`src/rtl/axi4_uart_rx_bridge.sv`:
```
// ---------------------------------------------------------------------------
// axi4_uart_rx_bridge
//   UART receiver (16x oversampled) with a byte FIFO that is read through
//   an AXI4-Lite read-only slave (AR/R channels).
//
//   Registers (only araddr[31:2] is decoded):
//     BASE_ADDR     DATA   : {23'b0, valid, byte}; popping read, 0 when empty
//     BASE_ADDR + 4 STATUS : [0] not empty  [1] full  [2] OVERRUN
//                            [3] FRAME_ERR  [4] busy  [5] PARITY_ERR
//                            [16:8] FIFO count; read clears the sticky errors
//     other                : rdata 0, rresp SLVERR, no side effects
//
//   Ports:
//     clk, rst               clock, asynchronous active-low reset
//     axi_ar*, axi_r*        AXI4-Lite read address / read data channels
//     uart_rx                serial input (idle high, asynchronous)
//     uart_rx_busy           a frame is in progress
//     rx_irq                 FIFO non-empty or any sticky error set
//
//   Optional build macro: UART_RX_PARITY_EN -> 8E1 frames with a PARITY
//   state; a parity mismatch sets PARITY_ERR and drops the byte.
// ---------------------------------------------------------------------------
module axi4_uart_rx_bridge #(
    parameter int unsigned CLK_DIV    = 78,
    parameter int unsigned FIFO_DEPTH = 16,
    parameter logic [31:0] BASE_ADDR  = 32'h9000_0000
) (
    input  logic        clk,
    input  logic        rst,
    input  logic        axi_arvalid,
    output logic        axi_arready,
    input  logic [31:0] axi_araddr,
    output logic        axi_rvalid,
    input  logic        axi_rready,
    output logic [31:0] axi_rdata,
    output logic [1:0]  axi_rresp,
    input  logic        uart_rx,
    output logic        uart_rx_busy,
    output logic        rx_irq
);

    localparam int unsigned AW = $clog2(FIFO_DEPTH);
    localparam int unsigned CW = AW + 1;
    localparam int unsigned PW = (CLK_DIV > 1) ? $clog2(CLK_DIV) : 1;
    localparam logic [31:0] STAT_ADDR = BASE_ADDR + 32'd4;

    // ---------------- input synchronizer ----------------
    logic rx_meta, rx_s;
    always_ff @(posedge clk or negedge rst) begin
        if (!rst) begin
            rx_meta <= 1'b1;
            rx_s    <= 1'b1;
        end else begin
            rx_meta <= uart_rx;
            rx_s    <= rx_meta;
        end
    end

    // ---------------- oversample prescaler ----------------
    logic [PW-1:0] presc;
    logic          tick;
    assign tick = (presc == PW'(CLK_DIV - 1));

    always_ff @(posedge clk or negedge rst) begin
        if (!rst)      presc <= '0;
        else if (tick) presc <= '0;
        else           presc <= presc + 1'b1;
    end

    // ---------------- receive FSM ----------------
    typedef enum logic [2:0] {
        S_IDLE, S_START, S_DATA, S_PARITY, S_STOP, S_BREAK
    } state_t;

    state_t     state;
    logic [3:0] os_cnt;
    logic [2:0] bit_cnt;
    logic [7:0] shreg;
    logic       par_bad;
    logic       push_req;   // one-cycle strobe: shreg holds a good byte
    logic       ferr_set;
    logic       perr_set;

    always_ff @(posedge clk or negedge rst) begin
        if (!rst) begin
            state        <= S_IDLE;
            os_cnt       <= '0;
            bit_cnt      <= '0;
            shreg        <= '0;
            par_bad      <= 1'b0;
            push_req     <= 1'b0;
            ferr_set     <= 1'b0;
            perr_set     <= 1'b0;
            uart_rx_busy <= 1'b0;
        end else begin
            push_req <= 1'b0;
            ferr_set <= 1'b0;
            perr_set <= 1'b0;
            if (tick) begin
                case (state)
                    S_IDLE: begin
                        if (!rx_s) begin
                            state        <= S_START;
                            os_cnt       <= '0;
                            uart_rx_busy <= 1'b1;
                        end
                    end
                    S_START: begin
                        // Re-check the line half a bit in; a high level
                        // means the falling edge was noise.
                        if (os_cnt == 4'd7) begin
                            if (rx_s) begin
                                state        <= S_IDLE;
                                uart_rx_busy <= 1'b0;
                            end else begin
                                state   <= S_DATA;
                                os_cnt  <= '0;
                                bit_cnt <= '0;
                                par_bad <= 1'b0;
                            end
                        end else begin
                            os_cnt <= os_cnt + 4'd1;
                        end
                    end
                    S_DATA: begin
                        if (os_cnt == 4'd15) begin
                            os_cnt  <= '0;
                            shreg   <= {rx_s, shreg[7:1]};   // LSB first
                            bit_cnt <= bit_cnt + 3'd1;
                            if (bit_cnt == 3'd7) begin
`ifdef UART_RX_PARITY_EN
                                state <= S_PARITY;
`else
                                state <= S_STOP;
`endif
                            end
                        end else begin
                            os_cnt <= os_cnt + 4'd1;
                        end
                    end
`ifdef UART_RX_PARITY_EN
                    S_PARITY: begin
                        if (os_cnt == 4'd15) begin
                            os_cnt <= '0;
                            state  <= S_STOP;
                            // Even parity: data bits plus parity bit XOR to 0.
                            if ((^shreg) != rx_s) begin
                                par_bad  <= 1'b1;
                                perr_set <= 1'b1;
                            end
                        end else begin
                            os_cnt <= os_cnt + 4'd1;
                        end
                    end
`endif
                    S_STOP: begin
                        if (os_cnt == 4'd15) begin
                            os_cnt <= '0;
                            if (rx_s) begin
                                state        <= S_IDLE;
                                uart_rx_busy <= 1'b0;
                                push_req     <= !par_bad;
                            end else begin
                                ferr_set <= 1'b1;
                                state    <= S_BREAK;
                            end
                        end else begin
                            os_cnt <= os_cnt + 4'd1;
                        end
                    end
                    S_BREAK: begin
                        // Hold off new start detection until the line idles.
                        if (rx_s) begin
                            state        <= S_IDLE;
                            uart_rx_busy <= 1'b0;
                        end
                    end
                    default: begin
                        state        <= S_IDLE;
                        uart_rx_busy <= 1'b0;
                    end
                endcase
            end
        end
    end

    // ---------------- AXI decode ----------------
    logic ar_hs, is_data, is_stat, pop, stat_clr;
    logic addr_lsb_unused;
    assign addr_lsb_unused = ^axi_araddr[1:0];
    assign axi_arready = !axi_rvalid;
    assign ar_hs    = axi_arvalid && axi_arready;
    assign is_data  = (axi_araddr[31:2] == BASE_ADDR[31:2]);
    assign is_stat  = (axi_araddr[31:2] == STAT_ADDR[31:2]);

    // ---------------- receive FIFO ----------------
    logic [7:0]    mem [FIFO_DEPTH];
    logic [AW-1:0] wr_ptr, rd_ptr;
    logic [CW-1:0] count;
    logic          empty, full, do_push;
    logic [8:0]    count9;

    assign empty    = (count == '0);
    assign full     = (count == CW'(FIFO_DEPTH));
    assign pop      = ar_hs && is_data && !empty;
    assign stat_clr = ar_hs && is_stat;
    // A pop in the same cycle frees the slot, so a full FIFO still accepts.
    assign do_push  = push_req && (!full || pop);
    assign count9   = 9'(count);

    always_ff @(posedge clk) begin
        if (do_push) mem[wr_ptr] <= shreg;
    end

    always_ff @(posedge clk or negedge rst) begin
        if (!rst) begin
            wr_ptr <= '0;
            rd_ptr <= '0;
            count  <= '0;
        end else begin
            if (do_push) wr_ptr <= wr_ptr + 1'b1;
            if (pop)     rd_ptr <= rd_ptr + 1'b1;
            case ({do_push, pop})
                2'b10:   count <= count + 1'b1;
                2'b01:   count <= count - 1'b1;
                default: count <= count;
            endcase
        end
    end

    // ---------------- sticky errors (set beats clear) ----------------
    logic ovr, ferr, perr;
    always_ff @(posedge clk or negedge rst) begin
        if (!rst) begin
            ovr  <= 1'b0;
            ferr <= 1'b0;
            perr <= 1'b0;
        end else begin
            ovr  <= (ovr  && !stat_clr) || (push_req && full && !pop);
            ferr <= (ferr && !stat_clr) || ferr_set;
            perr <= (perr && !stat_clr) || perr_set;
        end
    end

    assign rx_irq = !empty || ovr || ferr || perr;

    // ---------------- read response ----------------
    logic [31:0] status_word;
    assign status_word = {15'b0, count9, 2'b0, perr, uart_rx_busy, ferr, ovr, full, !empty};

    always_ff @(posedge clk or negedge rst) begin
        if (!rst) begin
            axi_rvalid <= 1'b0;
            axi_rdata  <= '0;
            axi_rresp  <= 2'b00;
        end else if (ar_hs) begin
            axi_rvalid <= 1'b1;
            if (is_data) begin
                axi_rdata <= empty ? 32'd0 : {23'b0, 1'b1, mem[rd_ptr]};
                axi_rresp <= 2'b00;
            end else if (is_stat) begin
                axi_rdata <= status_word;
                axi_rresp <= 2'b00;
            end else begin
                axi_rdata <= '0;
                axi_rresp <= 2'b10;
            end
        end else if (axi_rvalid && axi_rready) begin
            axi_rvalid <= 1'b0;
        end
    end

endmodule

```
`config.mk`:
```
export PLATFORM = sky130hd
export DESIGN_NAME = axi4_uart_rx_bridge
export DESIGN_NICKNAME = d
export VERILOG_FILES = /design/src/rtl/axi4_uart_rx_bridge.sv
export SDC_FILE = /design/constraint.sdc
export NUM_CORES = 1
export LEC_CHECK = 0
export ABC_CLOCK_PERIOD_IN_PS = 6400
export BUFFER_PORTS_ARGS = -buffer_cell sky130_fd_sc_hd__buf_2
export CORE_ASPECT_RATIO = 1.1
export CORE_UTILIZATION = 59
export DETAILED_ROUTE_END_ITERATION = 8
export PLACE_DENSITY = 0.79
export SLEW_MARGIN = 5
export SYNTH_ARGS = -nofsm -noshare
export SYNTH_HDL_FRONTEND = slang
export SYNTH_SLANG_ARGS = --single-unit
```
`constraint.sdc`:
```
create_clock -name clk -period 6.4 [get_ports clk]
set_input_delay 0.64 -clock clk [delete_from_list [all_inputs] [get_ports clk]]
set_output_delay 0.64 -clock clk [all_outputs]
set_load 0.1 [all_outputs]
```
==> report_table.html, run 1 <==
<table>
<tr><th>Metric</th><th>Value</th></tr>
<tr><th colspan="2">Detailed routing</th></tr>
<tr><td>Top Layer Used</td><td>met4</td></tr>
<tr><td>Total wire length after detailed routing</td><td>15.9 mm</td></tr>
<tr><td>Vias per std cell</td><td>6.04</td></tr>
<tr><td>Via count of the routed design</td><td>between 4000 and 5000</td></tr>
<tr><td>Detailed router's first-iteration violation count</td><td>approximately 480</td></tr>
<tr><td>DR WL/cell</td><td>20.2 µm</td></tr>
<tr><td>Routed length on met1</td><td>6.34 mm</td></tr>
<tr><td>Number of nets with antenna violations after routing</td><td>0</td></tr>
<tr><td>DR WL met3</td><td>around 990 µm</td></tr>
<tr><td>Number of iterations in the first detailed-routing pass</td><td>5</td></tr>
<tr><td>DR WL met2</td><td>8.28 mm</td></tr>
<tr><td>Post-route DRC violation count</td><td>0</td></tr>
<tr><th colspan="2">Critical path</th></tr>
<tr><td>Setup slack of the most critical reg-to-reg path</td><td>between 3 and 4 ns</td></tr>
<tr><td>Crit-path cells</td><td>nor4_1 &gt; nor2b_1 &gt; nor4_2 &gt; o21ai_1 &gt; ha_1 &gt; xor2_1 &gt; ha_1 &gt; nor2b_1 &gt; o21ai_0 &gt; a31oi_1 &gt; nor2_1 &gt; xor2_1</td></tr>
<tr><td>Arrival time of data at the critical path endpoint</td><td>approximately 3.5 ns</td></tr>
<tr><td>Delay-heaviest family, CP</td><td>simple AND/OR/NAND/NOR gates</td></tr>
<tr><td>Data required time of the worst path</td><td>about 6.7 ns</td></tr>
<tr><td>Number of buffer and inverter stages on the critical path</td><td>0</td></tr>
<tr><td>Cell type of the slowest stage on the worst timing path</td><td>dfrtp_1</td></tr>
<tr><td>Start-to-end type of the worst setup path</td><td>reg -&gt; reg</td></tr>
<tr><td>Startpoint type of the worst setup path</td><td>flip-flop</td></tr>
<tr><td>Nature of the critical path endpoint</td><td>flip-flop</td></tr>
<tr><td>Crit-path max FO</td><td>8</td></tr>
<tr><td>Slowest stage delay, CP</td><td>between 0.4 and 0.5 ns</td></tr>
<tr><th colspan="2">Timing</th></tr>
<tr><td>Highest clock rate</td><td>314 MHz</td></tr>
<tr><td>Worst slew margin relative to its limit</td><td>between 30% and 40%</td></tr>
<tr><td>Final worst path period need</td><td>between 3 and 4 ns</td></tr>
<tr><td>Number of endpoints with negative hold slack in the final report</td><td>0</td></tr>
<tr><td>Setup clock skew after layout</td><td>0.0123 ns</td></tr>
<tr><td>Slew at the pin with the worst max-slew slack</td><td>1.00 ns</td></tr>
<tr><td>Setup-violating endpoint count in the final report</td><td>0</td></tr>
<tr><td>Final total negative setup slack</td><td>0 ns</td></tr>
<tr><td>Final Cycle Share</td><td>49.8%</td></tr>
<tr><td>Slew Viols, Final</td><td>0</td></tr>
<tr><td>RSZ-0062 raised after global routing</td><td>no</td></tr>
<tr><th colspan="2">Synth</th></tr>
<tr><td>Flops &amp; latches, synth</td><td>189</td></tr>
<tr><td>Sequential fraction of the synthesis area</td><td>between 60% and 70%</td></tr>
<tr><td>Mapped Cells</td><td>536</td></tr>
<tr><td>Distinct cell type count of the synthesized netlist</td><td>58</td></tr>
<tr><td>Dominant synthesized flop cell</td><td>edfxtp_1</td></tr>
<tr><td>Post-synthesis instance area</td><td>0.00817 mm²</td></tr>
<tr><td>Asr flop ratio synth</td><td>around a third</td></tr>
<tr><td>EDFF count, synth</td><td>128</td></tr>
<tr><td>Average cell area after synthesis</td><td>15.2 µm²</td></tr>
<tr><td>Yosys warning count</td><td>0</td></tr>
<tr><th colspan="2">Final layout</th></tr>
<tr><td>Area growth from synthesis to layout</td><td>12.6%</td></tr>
<tr><td>Number of antenna repair diodes</td><td>0</td></tr>
<tr><td>Layout cell share with drive strength beyond 1</td><td>25.5%</td></tr>
<tr><td>Number of filler cells placed in the layout</td><td>873</td></tr>
<tr><td>Post-layout net count</td><td>643</td></tr>
<tr><td>Number of non-filler instances in the completed layout</td><td>789</td></tr>
<tr><th colspan="2">Power</th></tr>
<tr><td>Leakage</td><td>0.00382 µW</td></tr>
<tr><td>Peak supply drop</td><td>about 0.00017 V</td></tr>
<tr><td>Total power density per cell area</td><td>about 270 mW/mm²</td></tr>
<tr><th colspan="2">Clock tree</th></tr>
<tr><td>Clock network latency to the later pin of the worst-skew pair</td><td>between 0.4 and 0.5 ns</td></tr>
<tr><td>H-tree depth</td><td>4</td></tr>
<tr><td>Sink count of the clock tree</td><td>between 150 and 200</td></tr>
<tr><td>Clock input transition at the sequential cells of the worst setup and hold paths</td><td>0.07 ns</td></tr>
<tr><td>Hold-fix buffers, CTS</td><td>0</td></tr>
<tr><td>TritonCTS buffer count</td><td>17</td></tr>
<tr><td>Maximum buffer depth of the clock tree</td><td>2</td></tr>
<tr><td>CTS tree</td><td>built</td></tr>
<tr><td>Clock Tree Root</td><td>clkbuf_16</td></tr>
<tr><td>Post-cts repair resize count</td><td>0</td></tr>
<tr><td>Buffers inserted by post-CTS timing repair</td><td>0</td></tr>
<tr><th colspan="2">Floorplanning</th></tr>
<tr><td>Die boundary height</td><td>125 µm</td></tr>
<tr><td>Number of cell rows</td><td>44</td></tr>
<tr><td>Floorplan Core Area</td><td>0.0134 mm²</td></tr>
<tr><td>Die area</td><td>0.0143 mm²</td></tr>
<tr><td>IO Count</td><td>75</td></tr>
<tr><td>Starting density of the core</td><td>61.1%</td></tr>
<tr><td>Overall die width</td><td>114 µm</td></tr>
<tr><th colspan="2">Job</th></tr>
<tr><td>Max Cap Violations</td><td>0</td></tr>
<tr><th colspan="2">Global route</th></tr>
<tr><td>Pin count of the biggest net entering global routing</td><td>62</td></tr>
<tr><td>Number of global-route vias before repair</td><td>4754</td></tr>
<tr><td>All-Layer GR Usage</td><td>24.1%</td></tr>
<tr><td>GRT Residual Overflow</td><td>0</td></tr>
<tr><td>Global-route wire length before repair</td><td>approximately 25 mm</td></tr>
<tr><td>Initial antenna violation count</td><td>0</td></tr>
<tr><th colspan="2">Status</th></tr>
<tr><td>Outcome</td><td>complete, no violations</td></tr>
<tr><th colspan="2">Placement</th></tr>
<tr><td>Number of cells after detailed placement</td><td>approximately 760</td></tr>
<tr><td>Routability-driven placement congestion ratio</td><td>between 0.8 and 0.9</td></tr>
<tr><td>HPWL after detailed placement</td><td>about 10 mm</td></tr>
<tr><td>IO Port Bufs</td><td>52</td></tr>
<tr><th colspan="2">Hold path</th></tr>
<tr><td>HP Class</td><td>in -&gt; reg</td></tr>
</table>
synthesized netlist by cell type (all sizes together) (9+ instances only):
cell type	number	share of area (%)
edfxtp	128	47
nor3	16	1.0
xnor2	10	1.1
nand3	10	0.61
a22o	10	1.1
clkbuf	18	0.83
dfrtp	59	18
buf	29	2.4
o21ai	26	1.6
ha	14	2.1
mux2	18	2.5
a21oi	18	1.1
mux2i	10	1.2
xor2	9	0.96
inv	12	0.55
nand2	19	0.87
mux4	32	8.8
nor2	33	1.5
per-stage QoR:
| stage | hold WS, ns | power, µW | area, µm² | utilization, % | setup slack, ns |
|---|---|---|---|---|---|
| 3_5_place_dp | 0.351 | 1410 | 8570 | 64.1 | 2.98 |
| 6_report | 0.310 | 2490 | 9200 | 68.8 | 3.21 |
| 3_3_place_gp | 0.346 | 1410 | 8570 | 64.1 | 3.03 |
| 4_1_cts | 0.294 | 2500 | 9200 | 68.8 | 3.22 |
| 2_1_floorplan | 0.344 | 1400 | 8240 | - | 3.10 |
| 5_1_grt | 0.294 | 2560 | 9200 | 68.8 | 2.90 |
kinds of logic (layout without fill, tap and decap cells):
group	after synthesis	in the layout	synth area share [%]
AND/OR/NAND/NOR	115	115	7.53
adder cells (fa/ha/maj)	15	15	2.27
XOR/XNOR	19	19	2.04
flip-flops	189	189	65.7
multiplexers	60	60	12.6
other	1	20	0.0459
buffers and inverters	59	109	3.78
AO/OA/AOI/OAI	78	78	6.03
layout make-up:
class	count	area (µm²)	share of cell area, %
well taps	184	230	2.50
clock buffers	17	425	4.62
inverters	12	45.0	0.490
clock inverters	15	205	2.23
flip-flops and latches	189	5370	58.4
multi-input cells	307	2560	27.9
repair buffers	65	358	3.89
power breakdown:
part           leakage [µW]  total [µW]  internal (µW)  switching (µW)
clock network      0.000295        1100            630             474
registers           0.00231        1300           1290            1.62
logic               0.00121        92.6           10.6            81.9
layer usage:
| metal | GRT usage (%) | vias to the layer above |
|---|---|---|
| li1 | - | 2131 |
| met5 | 0 | - |
| met1 | 31.3 | 2399 |
| met3 | 4.75 | 22 |
| met4 | 9.24 | 0 |
| met2 | 40.3 | 210 |
layout by cell type (no fill, tap or decap), types with 2 or more instances in the layout:
| cell type | synthesis | routed |
|---|---|---|
| a211oi_1 | 3 | 3 |
| a21oi_1 | 18 | 18 |
| a22o_1 | 10 | 10 |
| a22oi_1 | 5 | 5 |
| a31oi_1 | 2 | 2 |
| and3_1 | 3 | 3 |
| buf_2 | 7 | 52 |
| buf_4 | 21 | 13 |
| bufinv_16 | 0 | 3 |
| clkbuf_16 | 0 | 17 |
| clkinvlp_4 | 0 | 4 |
| conb_1 | 1 | 20 |
| dfrtp_1 | 59 | 58 |
| dfstp_2 | 2 | 2 |
| edfxtp_1 | 128 | 128 |
| ha_1 | 14 | 14 |
| inv_1 | 12 | 12 |
| inv_6 | 0 | 3 |
| inv_8 | 0 | 3 |
| mux2_1 | 3 | 3 |
| mux2_2 | 14 | 14 |
| mux2i_1 | 10 | 10 |
| mux4_2 | 32 | 32 |
| nand2_1 | 19 | 19 |
| nand3_1 | 10 | 10 |
| nand3b_1 | 3 | 3 |
| nand4_1 | 4 | 4 |
| nor2_1 | 33 | 33 |
| nor2b_1 | 6 | 6 |
| nor3_1 | 15 | 15 |
| nor3b_2 | 2 | 2 |
| nor4_1 | 7 | 7 |
| o211ai_1 | 5 | 5 |
| o21ai_0 | 23 | 23 |
| o21ai_1 | 3 | 3 |
| xnor2_1 | 10 | 10 |
| xor2_1 | 9 | 9 |
sequential cells by signal, indices dropped and copies added (netlist names), 3 cells and up:
register   flops
shreg          8
mem          128
axi_rdata     13
count          5
rd_ptr         4
wr_ptr         4
state          3
os_cnt         4
bit_cnt        3
presc          7
final timing paths:
path,end,cells past startpoint,startpoint
setup / recovery,count[4],12,count[2]
hold / removal,rx_meta,1,uart_rx
setup reg to reg,count[4],12,count[2]
hold reg to reg,rx_s,0,rx_meta
max in group asynchronous,rd_ptr[0],2,rst
min in group asynchronous,presc[0],2,rst
(Power assumes the default switching activity.)
==> run 2: changes to the inputs <==
- ABC_CLOCK_PERIOD_IN_PS: 6400 -> 2900
- CORE_UTILIZATION: 59 -> 53
- PLACE_DENSITY: 0.79 -> 0.75
- clock period: 6.4 -> 2.9 ns (I/O delays scaled with it)
==> run 2 against run 1 <==
Compared with the run above: global-route usage decreased by 2.5 points; sequential share of layout area decreased by 1.6 points; wire length increased by 1.1%; register-to-register slack got worse by 3.1 ns; worst hold slack got worse by 0.29 ns; fmax increased by 13%; largest cell class unchanged; via count decreased by 1.3%.
==> report_table.html, run 2 (synthesis gave the netlist of run 1 again) <==
<table>
<tr><th>Metric</th><th>Value</th></tr>
<tr><th colspan="2">Status</th></tr>
<tr><td>Outcome</td><td>complete, no violations</td></tr>
<tr><th colspan="2">Timing</th></tr>
<tr><td>Final worst path period need</td><td>2.83 ns (-0.355 ns)</td></tr>
<tr><td>Final total negative setup slack</td><td>0 ns (unchanged)</td></tr>
<tr><td>Final Worst Setup Slack</td><td>0.0653 ns (-3.14 ns)</td></tr>
<tr><td>Setup clock skew after layout</td><td>0.00855 ns (-0.00377 ns)</td></tr>
<tr><td>Final Cycle Share</td><td>97.7% (+48 points)</td></tr>
<tr><td>Number of endpoints with negative hold slack in the final report</td><td>0 (unchanged)</td></tr>
<tr><td>Worst slew margin relative to its limit</td><td>42.7% (+9.9 points)</td></tr>
<tr><td>Slew Viols, Final</td><td>0 (unchanged)</td></tr>
<tr><td>Setup-violating endpoint count in the final report</td><td>0 (unchanged)</td></tr>
<tr><td>Highest clock rate</td><td>353 MHz (+13%)</td></tr>
<tr><td>Slew at the pin with the worst max-slew slack</td><td>0.857 ns (-0.148 ns)</td></tr>
<tr><td>RSZ-0062 raised after global routing</td><td>yes</td></tr>
<tr><th colspan="2">Floorplanning</th></tr>
<tr><td>Die area</td><td>0.0159 mm² (+11%)</td></tr>
<tr><td>Floorplan Core Area</td><td>0.0151 mm² (+13%)</td></tr>
<tr><td>Starting density of the core</td><td>54.3% (-6.8 points)</td></tr>
<tr><td>Overall die width</td><td>120 µm (+5.4%)</td></tr>
<tr><td>IO Count</td><td>75 (unchanged)</td></tr>
<tr><td>Die boundary height</td><td>132 µm (+5.4%)</td></tr>
<tr><td>Number of cell rows</td><td>47 (+6.8%)</td></tr>
<tr><th colspan="2">Detailed routing</th></tr>
<tr><td>Vias per std cell</td><td>5.72 (-5.3%)</td></tr>
<tr><td>Via count of the routed design</td><td>4700 (-1.3%)</td></tr>
<tr><td>Post-route DRC violation count</td><td>0 (unchanged)</td></tr>
<tr><td>Total wire length after detailed routing</td><td>16.1 mm (+1.1%)</td></tr>
<tr><td>DR WL/cell</td><td>19.6 µm (-2.9%)</td></tr>
<tr><td>Detailed router's first-iteration violation count</td><td>376 (-21%)</td></tr>
<tr><td>Number of nets with antenna violations after routing</td><td>0 (unchanged)</td></tr>
<tr><td>Number of iterations in the first detailed-routing pass</td><td>5 (unchanged)</td></tr>
<tr><th colspan="2">Clock tree</th></tr>
<tr><td>H-tree depth</td><td>4 (unchanged)</td></tr>
<tr><td>TritonCTS buffer count</td><td>17 (unchanged)</td></tr>
<tr><td>CTS tree</td><td>built</td></tr>
<tr><td>Clock network latency to the later pin of the worst-skew pair</td><td>0.43 ns (about the same)</td></tr>
<tr><td>Maximum buffer depth of the clock tree</td><td>2 (unchanged)</td></tr>
<tr><td>Clock input transition at the sequential cells of the worst setup and hold paths</td><td>0.06 ns (about the same)</td></tr>
<tr><td>Sink count of the clock tree</td><td>189 (unchanged)</td></tr>
<tr><td>Clock Tree Root</td><td>clkbuf_16</td></tr>
<tr><th colspan="2">Final layout</th></tr>
<tr><td>Commonest cells after routing, fill and taps aside</td><td>edfxtp_1, dfrtp_1, buf_2, nor2_1, mux4_2</td></tr>
<tr><td>Area growth from synthesis to layout</td><td>15.8%</td></tr>
<tr><td>Layout cell share with drive strength beyond 1</td><td>29.2% (+3.8 points)</td></tr>
<tr><td>Register with the most flip-flops</td><td>mem</td></tr>
<tr><td>Post-layout net count</td><td>664 (+3.3%)</td></tr>
<tr><td>Largest registers</td><td>mem (128), axi_rdata (13), shreg (8)</td></tr>
<tr><td>Most common cell after layout, fill and taps aside</td><td>edfxtp_1</td></tr>
<tr><td>Number of antenna repair diodes</td><td>0 (unchanged)</td></tr>
<tr><td>Number of filler cells placed in the layout</td><td>1065 (+22%)</td></tr>
<tr><td>Number of flip-flops under the largest register name</td><td>128 (unchanged)</td></tr>
<tr><th colspan="2">Global route</th></tr>
<tr><td>All-Layer GR Usage</td><td>21.7% (-2.5 points)</td></tr>
<tr><td>Global-route wire length before repair</td><td>25.4 mm (about the same)</td></tr>
<tr><td>Pin count of the biggest net entering global routing</td><td>62 (unchanged)</td></tr>
<tr><td>Initial antenna violation count</td><td>0 (unchanged)</td></tr>
<tr><td>Number of global-route vias before repair</td><td>4686 (-1.4%)</td></tr>
<tr><td>GRT Residual Overflow</td><td>0 (unchanged)</td></tr>
<tr><th colspan="2">Critical path</th></tr>
<tr><td>Startpoint type of the worst setup path</td><td>flip-flop</td></tr>
<tr><td>Nature of the critical path endpoint</td><td>flip-flop</td></tr>
<tr><td>Register-to-Register Path Depth</td><td>6 (-6)</td></tr>
<tr><td>Crit-path max FO</td><td>12 (+4)</td></tr>
<tr><td>RR Endpoint</td><td>mem[12][3]</td></tr>
<tr><td>Number of buffer and inverter stages on the critical path</td><td>1 (+1)</td></tr>
<tr><td>Setup slack of the most critical reg-to-reg path</td><td>0.07 ns (-3.14 ns)</td></tr>
<tr><td>Arrival time of data at the critical path endpoint</td><td>2.89 ns (-0.61 ns)</td></tr>
<tr><td>Delay-heaviest family, CP</td><td>simple AND/OR/NAND/NOR gates</td></tr>
<tr><td>Slowest stage delay, CP</td><td>0.70 ns (+0.23 ns)</td></tr>
<tr><td>Data required time of the worst path</td><td>2.95 ns (-3.76 ns)</td></tr>
<tr><td>Start-to-end type of the worst setup path</td><td>reg -&gt; reg</td></tr>
<tr><td>Cell type of the slowest stage on the worst timing path</td><td>nor2_1</td></tr>
<tr><td>Crit-path cells</td><td>nor4b_2 &gt; nand4_1 &gt; nor4_4 &gt; buf_4 &gt; o21ai_1 &gt; nor2_1</td></tr>
<tr><td>Crit Reg-Reg Startpoint</td><td>axi_rvalid</td></tr>
<tr><th colspan="2">Placement</th></tr>
<tr><td>Post-placement worst setup slack</td><td>-0.0332 ns (-3.02 ns)</td></tr>
<tr><td>IO Port Bufs</td><td>52 (unchanged)</td></tr>
<tr><td>Routability-driven placement congestion ratio</td><td>0.841 (-3.0%)</td></tr>
<tr><td>HPWL after detailed placement</td><td>10.9 mm (+8.9%)</td></tr>
<tr><th colspan="2">Job</th></tr>
<tr><td>Max Cap Violations</td><td>0 (unchanged)</td></tr>
<tr><th colspan="2">Power</th></tr>
<tr><td>Leakage</td><td>0.00395 µW (+3.4%)</td></tr>
<tr><td>Total power density per cell area</td><td>585 mW/mm² (+120%)</td></tr>
<tr><td>Peak supply drop</td><td>0.000456 V (+170%)</td></tr>
<tr><th colspan="2">Hold path</th></tr>
<tr><td>HP Class</td><td>in -&gt; async</td></tr>
</table>
## run 2: changes by cell type in the layout (fill, tap and decap cells not counted), moves of 2 or more
cell,delta
buf_12,+2
buf_4,+18
clkbuf_8,+2
ha_1,-2
inv_8,-3
## run 2: final cells by class
type	count	area (µm²)	area share (%)
Multi-Input combinational cell	307	2610	27.6
Clock inverter	12	183	1.93
Timing Repair Buffer	86	543	5.74
Clock buffer	20	457	4.83
Inverter	12	45.0	0.476
Sequential cell	189	5380	56.8
Tap cell	196	245	2.59
## run 2: how the worst max path moves through the flow
stage | start | cells past startpoint | slack (ns) | end
2_1_floorplan | axi_rvalid | 13 | -0.07 | count[4]
3_3_place_gp | count[3] | 13 | 0.14 | count[4]
3_5_place_dp | axi_araddr[18] | 15 | -0.03 | count[4]
4_1_cts | axi_rvalid | 14 | 0.01 | count[4]
5_1_grt | axi_rvalid | 12 | -0.06 | count[4]
6_report | axi_rvalid | 6 | 0.07 | mem[12][3]
## run 2: timing repair
item	CTS	global route
hold buffers	1	0
gates resized for setup	2	6
setup endpoints to repair	1	17
hold endpoints to repair	1	0
setup buffers	0	0
## run 2: worst register-to-register path, stage by stage, from the launching register on
cell     delay, ns
dfrtp_4       0.49
nor4b_2       0.22
nand4_1       0.22
nor4_4        0.43
buf_4         0.27
o21ai_1       0.12
nor2_1        0.70
## run 2: metal layers
layer  global-route usage (%)  share of wire, %  vias up
li1                         -                 -     2172
met1                     27.2                40     2367
met2                     37.6                54      142
met3                     4.15               4.1       19
met4                     7.41               1.6        0
met5                        0                 0        -
## run 2: power breakdown
group	switching (µW)	internal, µW
Sequential	4.40	2860
Combinational	182	24.9
Clock	967	1490
Total	1150	4380
## run 2: stage by stage
stage / utilization [%] / instance area (µm²) / power, µW / hold slack (ns) / std cells
3_3_place_gp: 58.3 / 8780 / 3120 / 0.349 / 789
2_1_floorplan: - / 8270 / 3100 / -0.00559 / 555
5_1_grt: 62.8 / 9460 / 5680 / 0.0184 / 822
3_5_place_dp: 58.3 / 8780 / 3130 / 0.348 / 789
6_report: 62.8 / 9460 / 5530 / 0.0168 / 822
4_1_cts: 62.7 / 9440 / 5570 / 0.0130 / 822
==> run 3: changes to the inputs <==
- CORE_MARGIN: unset -> 2
==> run 3 against run 2 <==
Compared with the run above: die area up 3.2%; wire length rose by 5.2%; critical path depth rose by 8; register-to-register slack improved by 0.07 ns; first-iteration DRC count decreased by 5.6%; clock power is essentially flat; design area barely moved; sequential share of layout area increased by 0.058 points; core utilization hardly changed; setup slack improved by 0.069 ns; highest routed layer unchanged.
==> report_table.html, run 3 (synthesis gave the netlist of run 1 again) <==
<table>
<tr><th>Metric</th><th>Value</th></tr>
<tr><th colspan="2">Power</th></tr>
<tr><td>Seq pwr share</td><td>51.6% (-0.2 points)</td></tr>
<tr><td>Peak supply drop</td><td>0.000386 V (-15%)</td></tr>
<tr><td>Comb pwr share</td><td>3.8% (about the same)</td></tr>
<tr><td>Total power density per cell area</td><td>588 mW/mm² (+0.48%)</td></tr>
<tr><td>Clock network fraction of total power</td><td>44.6% (about the same)</td></tr>
<tr><td>Net switching power</td><td>1140 µW (-1.0%)</td></tr>
<tr><td>Total power consumption of the routed design</td><td>5550 µW (+0.40%)</td></tr>
<tr><td>Internal power component</td><td>4410 µW (+0.77%)</td></tr>
<tr><td>Leakage</td><td>0.00393 µW (-0.38%)</td></tr>
<tr><td>Sw frac</td><td>20.6% (-0.29 points)</td></tr>
<tr><th colspan="2">Timing</th></tr>
<tr><td>Final worst path period need</td><td>2.77 ns (-0.0686 ns)</td></tr>
<tr><td>Slew Viols, Final</td><td>0 (unchanged)</td></tr>
<tr><td>Worst slew margin relative to its limit</td><td>39.0% (-3.7 points)</td></tr>
<tr><td>Slew at the pin with the worst max-slew slack</td><td>0.912 ns (+0.0547 ns)</td></tr>
<tr><td>Highest clock rate</td><td>362 MHz (+2.5%)</td></tr>
<tr><td>Final Cycle Share</td><td>95.4% (-2.4 points)</td></tr>
<tr><td>Setup-violating endpoint count in the final report</td><td>0 (unchanged)</td></tr>
<tr><td>Number of endpoints with negative hold slack in the final report</td><td>0 (unchanged)</td></tr>
<tr><td>Setup clock skew after layout</td><td>0.00579 ns (-0.00276 ns)</td></tr>
<tr><th colspan="2">Final layout</th></tr>
<tr><td>Area growth from synthesis to layout</td><td>15.7% (about the same)</td></tr>
<tr><td>Register with the most flip-flops</td><td>mem</td></tr>
<tr><td>Core Util, Final</td><td>62.8% (about the same)</td></tr>
<tr><td>Number of flip-flops under the largest register name</td><td>128 (unchanged)</td></tr>
<tr><td>Number of antenna repair diodes</td><td>0 (unchanged)</td></tr>
<tr><td>Largest registers</td><td>mem (128), axi_rdata (13), shreg (8)</td></tr>
<tr><td>Number of filler cells placed in the layout</td><td>1062 (-0.28%)</td></tr>
<tr><td>Layout cell share with drive strength beyond 1</td><td>28.1% (-1.1 points)</td></tr>
<tr><td>Most common cell after layout, fill and taps aside</td><td>edfxtp_1</td></tr>
<tr><td>Number of non-filler instances in the completed layout</td><td>819 (-0.36%)</td></tr>
<tr><td>Cell area after layout</td><td>0.00945 mm² (about the same)</td></tr>
<tr><td>Post-layout net count</td><td>661 (-0.45%)</td></tr>
<tr><td>Commonest cells after routing, fill and taps aside</td><td>edfxtp_1, dfrtp_1, buf_2, nor2_1, mux4_2</td></tr>
<tr><th colspan="2">Placement</th></tr>
<tr><td>HPWL after detailed placement</td><td>11.0 mm (+0.99%)</td></tr>
<tr><td>Area of placed instances</td><td>0.00876 mm² (-0.28%)</td></tr>
<tr><td>IO Port Bufs</td><td>52 (unchanged)</td></tr>
<tr><td>Routability-driven placement congestion ratio</td><td>0.868 (+3.2%)</td></tr>
<tr><td>Number of cells after detailed placement</td><td>784 (-0.63%)</td></tr>
<tr><th colspan="2">Clock tree</th></tr>
<tr><td>TritonCTS buffer count</td><td>17 (unchanged)</td></tr>
<tr><td>Clock Tree Root</td><td>clkbuf_16</td></tr>
<tr><td>CTS tree</td><td>built</td></tr>
<tr><td>Maximum buffer depth of the clock tree</td><td>2 (unchanged)</td></tr>
<tr><td>Clock input transition at the sequential cells of the worst setup and hold paths</td><td>0.06 ns (about the same)</td></tr>
<tr><td>Sink count of the clock tree</td><td>189 (unchanged)</td></tr>
<tr><td>Clock network latency to the later pin of the worst-skew pair</td><td>0.43 ns (about the same)</td></tr>
<tr><td>H-tree depth</td><td>4 (unchanged)</td></tr>
<tr><th colspan="2">Detailed routing</th></tr>
<tr><td>Via count of the routed design</td><td>4807 (+2.3%)</td></tr>
<tr><td>Total wire length after detailed routing</td><td>17.0 mm (+5.2%)</td></tr>
<tr><td>Detailed router's first-iteration violation count</td><td>355 (-5.6%)</td></tr>
<tr><td>Vias per std cell</td><td>5.87 (+2.7%)</td></tr>
<tr><td>Post-route DRC violation count</td><td>0 (unchanged)</td></tr>
<tr><td>Number of nets with antenna violations after routing</td><td>0 (unchanged)</td></tr>
<tr><td>DR WL/cell</td><td>20.7 µm (+5.6%)</td></tr>
<tr><td>Number of iterations in the first detailed-routing pass</td><td>5 (unchanged)</td></tr>
<tr><th colspan="2">Critical path</th></tr>
<tr><td>Data required time of the worst path</td><td>3.21 ns (+0.26 ns)</td></tr>
<tr><td>Arrival time of data at the critical path endpoint</td><td>3.08 ns (+0.19 ns)</td></tr>
<tr><td>Register-to-Register Path Depth</td><td>14 (+8)</td></tr>
<tr><td>Startpoint type of the worst setup path</td><td>flip-flop</td></tr>
<tr><td>Crit-path max FO</td><td>13 (+1)</td></tr>
<tr><td>RR Endpoint</td><td>count[4]</td></tr>
<tr><td>Nature of the critical path endpoint</td><td>flip-flop</td></tr>
<tr><td>Setup slack of the most critical reg-to-reg path</td><td>0.13 ns (+0.07 ns)</td></tr>
<tr><td>Start-to-end type of the worst setup path</td><td>reg -&gt; reg</td></tr>
<tr><td>Crit Reg-Reg Startpoint</td><td>axi_rvalid</td></tr>
<tr><th colspan="2">Global route</th></tr>
<tr><td>Pin count of the biggest net entering global routing</td><td>35 (-44%)</td></tr>
<tr><td>All-Layer GR Usage</td><td>22.1% (+0.43 points)</td></tr>
<tr><td>Initial antenna violation count</td><td>0 (unchanged)</td></tr>
<tr><td>GRT Residual Overflow</td><td>0 (unchanged)</td></tr>
<tr><td>Global-route wire length before repair</td><td>26.7 mm (+5.4%)</td></tr>
<tr><td>Number of global-route vias before repair</td><td>4858 (+3.7%)</td></tr>
<tr><th colspan="2">Floorplanning</th></tr>
<tr><td>Overall die width</td><td>122 µm (+1.7%)</td></tr>
<tr><td>IO Count</td><td>75 (unchanged)</td></tr>
<tr><td>Floorplan Core Area</td><td>0.0151 mm² (unchanged)</td></tr>
<tr><td>Number of cell rows</td><td>47 (unchanged)</td></tr>
<tr><td>Die area</td><td>0.0164 mm² (+3.2%)</td></tr>
<tr><td>Die boundary height</td><td>134 µm (+1.5%)</td></tr>
<tr><td>Starting density of the core</td><td>54.3% (unchanged)</td></tr>
<tr><th colspan="2">Hold path</th></tr>
<tr><td>Hold-critical path depth</td><td>2</td></tr>
<tr><td>Worst hold path startpoint</td><td>axi_rready</td></tr>
<tr><td>HP Class</td><td>in -&gt; reg</td></tr>
<tr><td>Min-Delay Endpoint</td><td>axi_rvalid</td></tr>
<tr><th colspan="2">Job</th></tr>
<tr><td>Max Cap Violations</td><td>0 (unchanged)</td></tr>
<tr><th colspan="2">Status</th></tr>
<tr><td>Outcome</td><td>complete, no violations</td></tr>
</table>
run 3: cell count changes in the layout (fill, tap and decap cells not counted), moves of 2 or more:
cell      change
buf_4         -5
clkbuf_1      +2
clkbuf_8      -2
clkinv_4      -2
run 3: power groups by stage:
stage                     sequential [µW]  clock [µW]  combinational, µW
after floorplan                      2930           0                164
after global placement               2920           0                206
after detailed placement             2920           0                209
after CTS                            2860        2510                213
after global routing                 2860        2630                224
final                                2860        2480                213
run 3: worst max-delay path by stage:
stage               slack (ns)           start  depth (start not counted)        to
CTS                       0.01      axi_rvalid                         14  count[4]
global route             -0.04      axi_rvalid                         14  count[4]
global placement          0.08  axi_araddr[10]                         14  count[4]
detailed placement       -0.08  axi_araddr[18]                         14  count[4]
floorplan                -0.07      axi_rvalid                         13  count[4]
finish                    0.13      axi_rvalid                         14  count[4]
run 3: cell type report:
type | instances | area, µm² | share of cell area (%)
clock inverters | 12 | 195 | 2.06
repair buffers | 83 | 536 | 5.67
inverters | 12 | 45.0 | 0.477
flip-flops and latches | 189 | 5380 | 56.9
clock buffers | 20 | 437 | 4.62
well taps | 196 | 245 | 2.59
multi-input cells | 307 | 2620 | 27.7
run 3: per-layer routing:
| metal | global-route usage (%) | share of wire, % | up-vias |
|---|---|---|---|
| met1 | 28.6 | 40 | 2443 |
| li1 | - | - | 2163 |
| met3 | 4.42 | 5.3 | 27 |
| met2 | 37.1 | 53 | 174 |
| met4 | 8.05 | 2.1 | 0 |
| met5 | 0 | 0 | - |
run 3: per-stage QoR:
step	hold slack, ns	setup slack [ns]	setup TNS, ns
final	0.0540	0.134	0
after detailed placement	0.349	-0.0847	-0.0847
after floorplan	-0.00559	-0.0669	-0.0669
after CTS	0.0392	0.0109	0
after global placement	0.339	0.0795	0
after global routing	0.0384	-0.0390	-0.0453
run 3: worst max-delay path: stages (launching register included):
cell and delay (ns):
dfrtp_4 0.48, nor4b_2 0.21, nand4_1 0.14, buf_4 0.17, nor4_4 0.19, buf_12 0.18, o21ai_2 0.08, ha_4 0.21
xor2_1 0.14, ha_2 0.18, o211ai_1 0.20, a21oi_1 0.10, a31oi_1 0.14, nor2_1 0.07, xor2_1 0.14
run 3: repair_timing:
item	in CTS	in global routing
pin swaps	1	1
gates resized for setup	1	7
hold endpoints to repair	28	0
hold buffers	2	0
endpoints found under the setup margin	1	2
buffers inserted	0	1
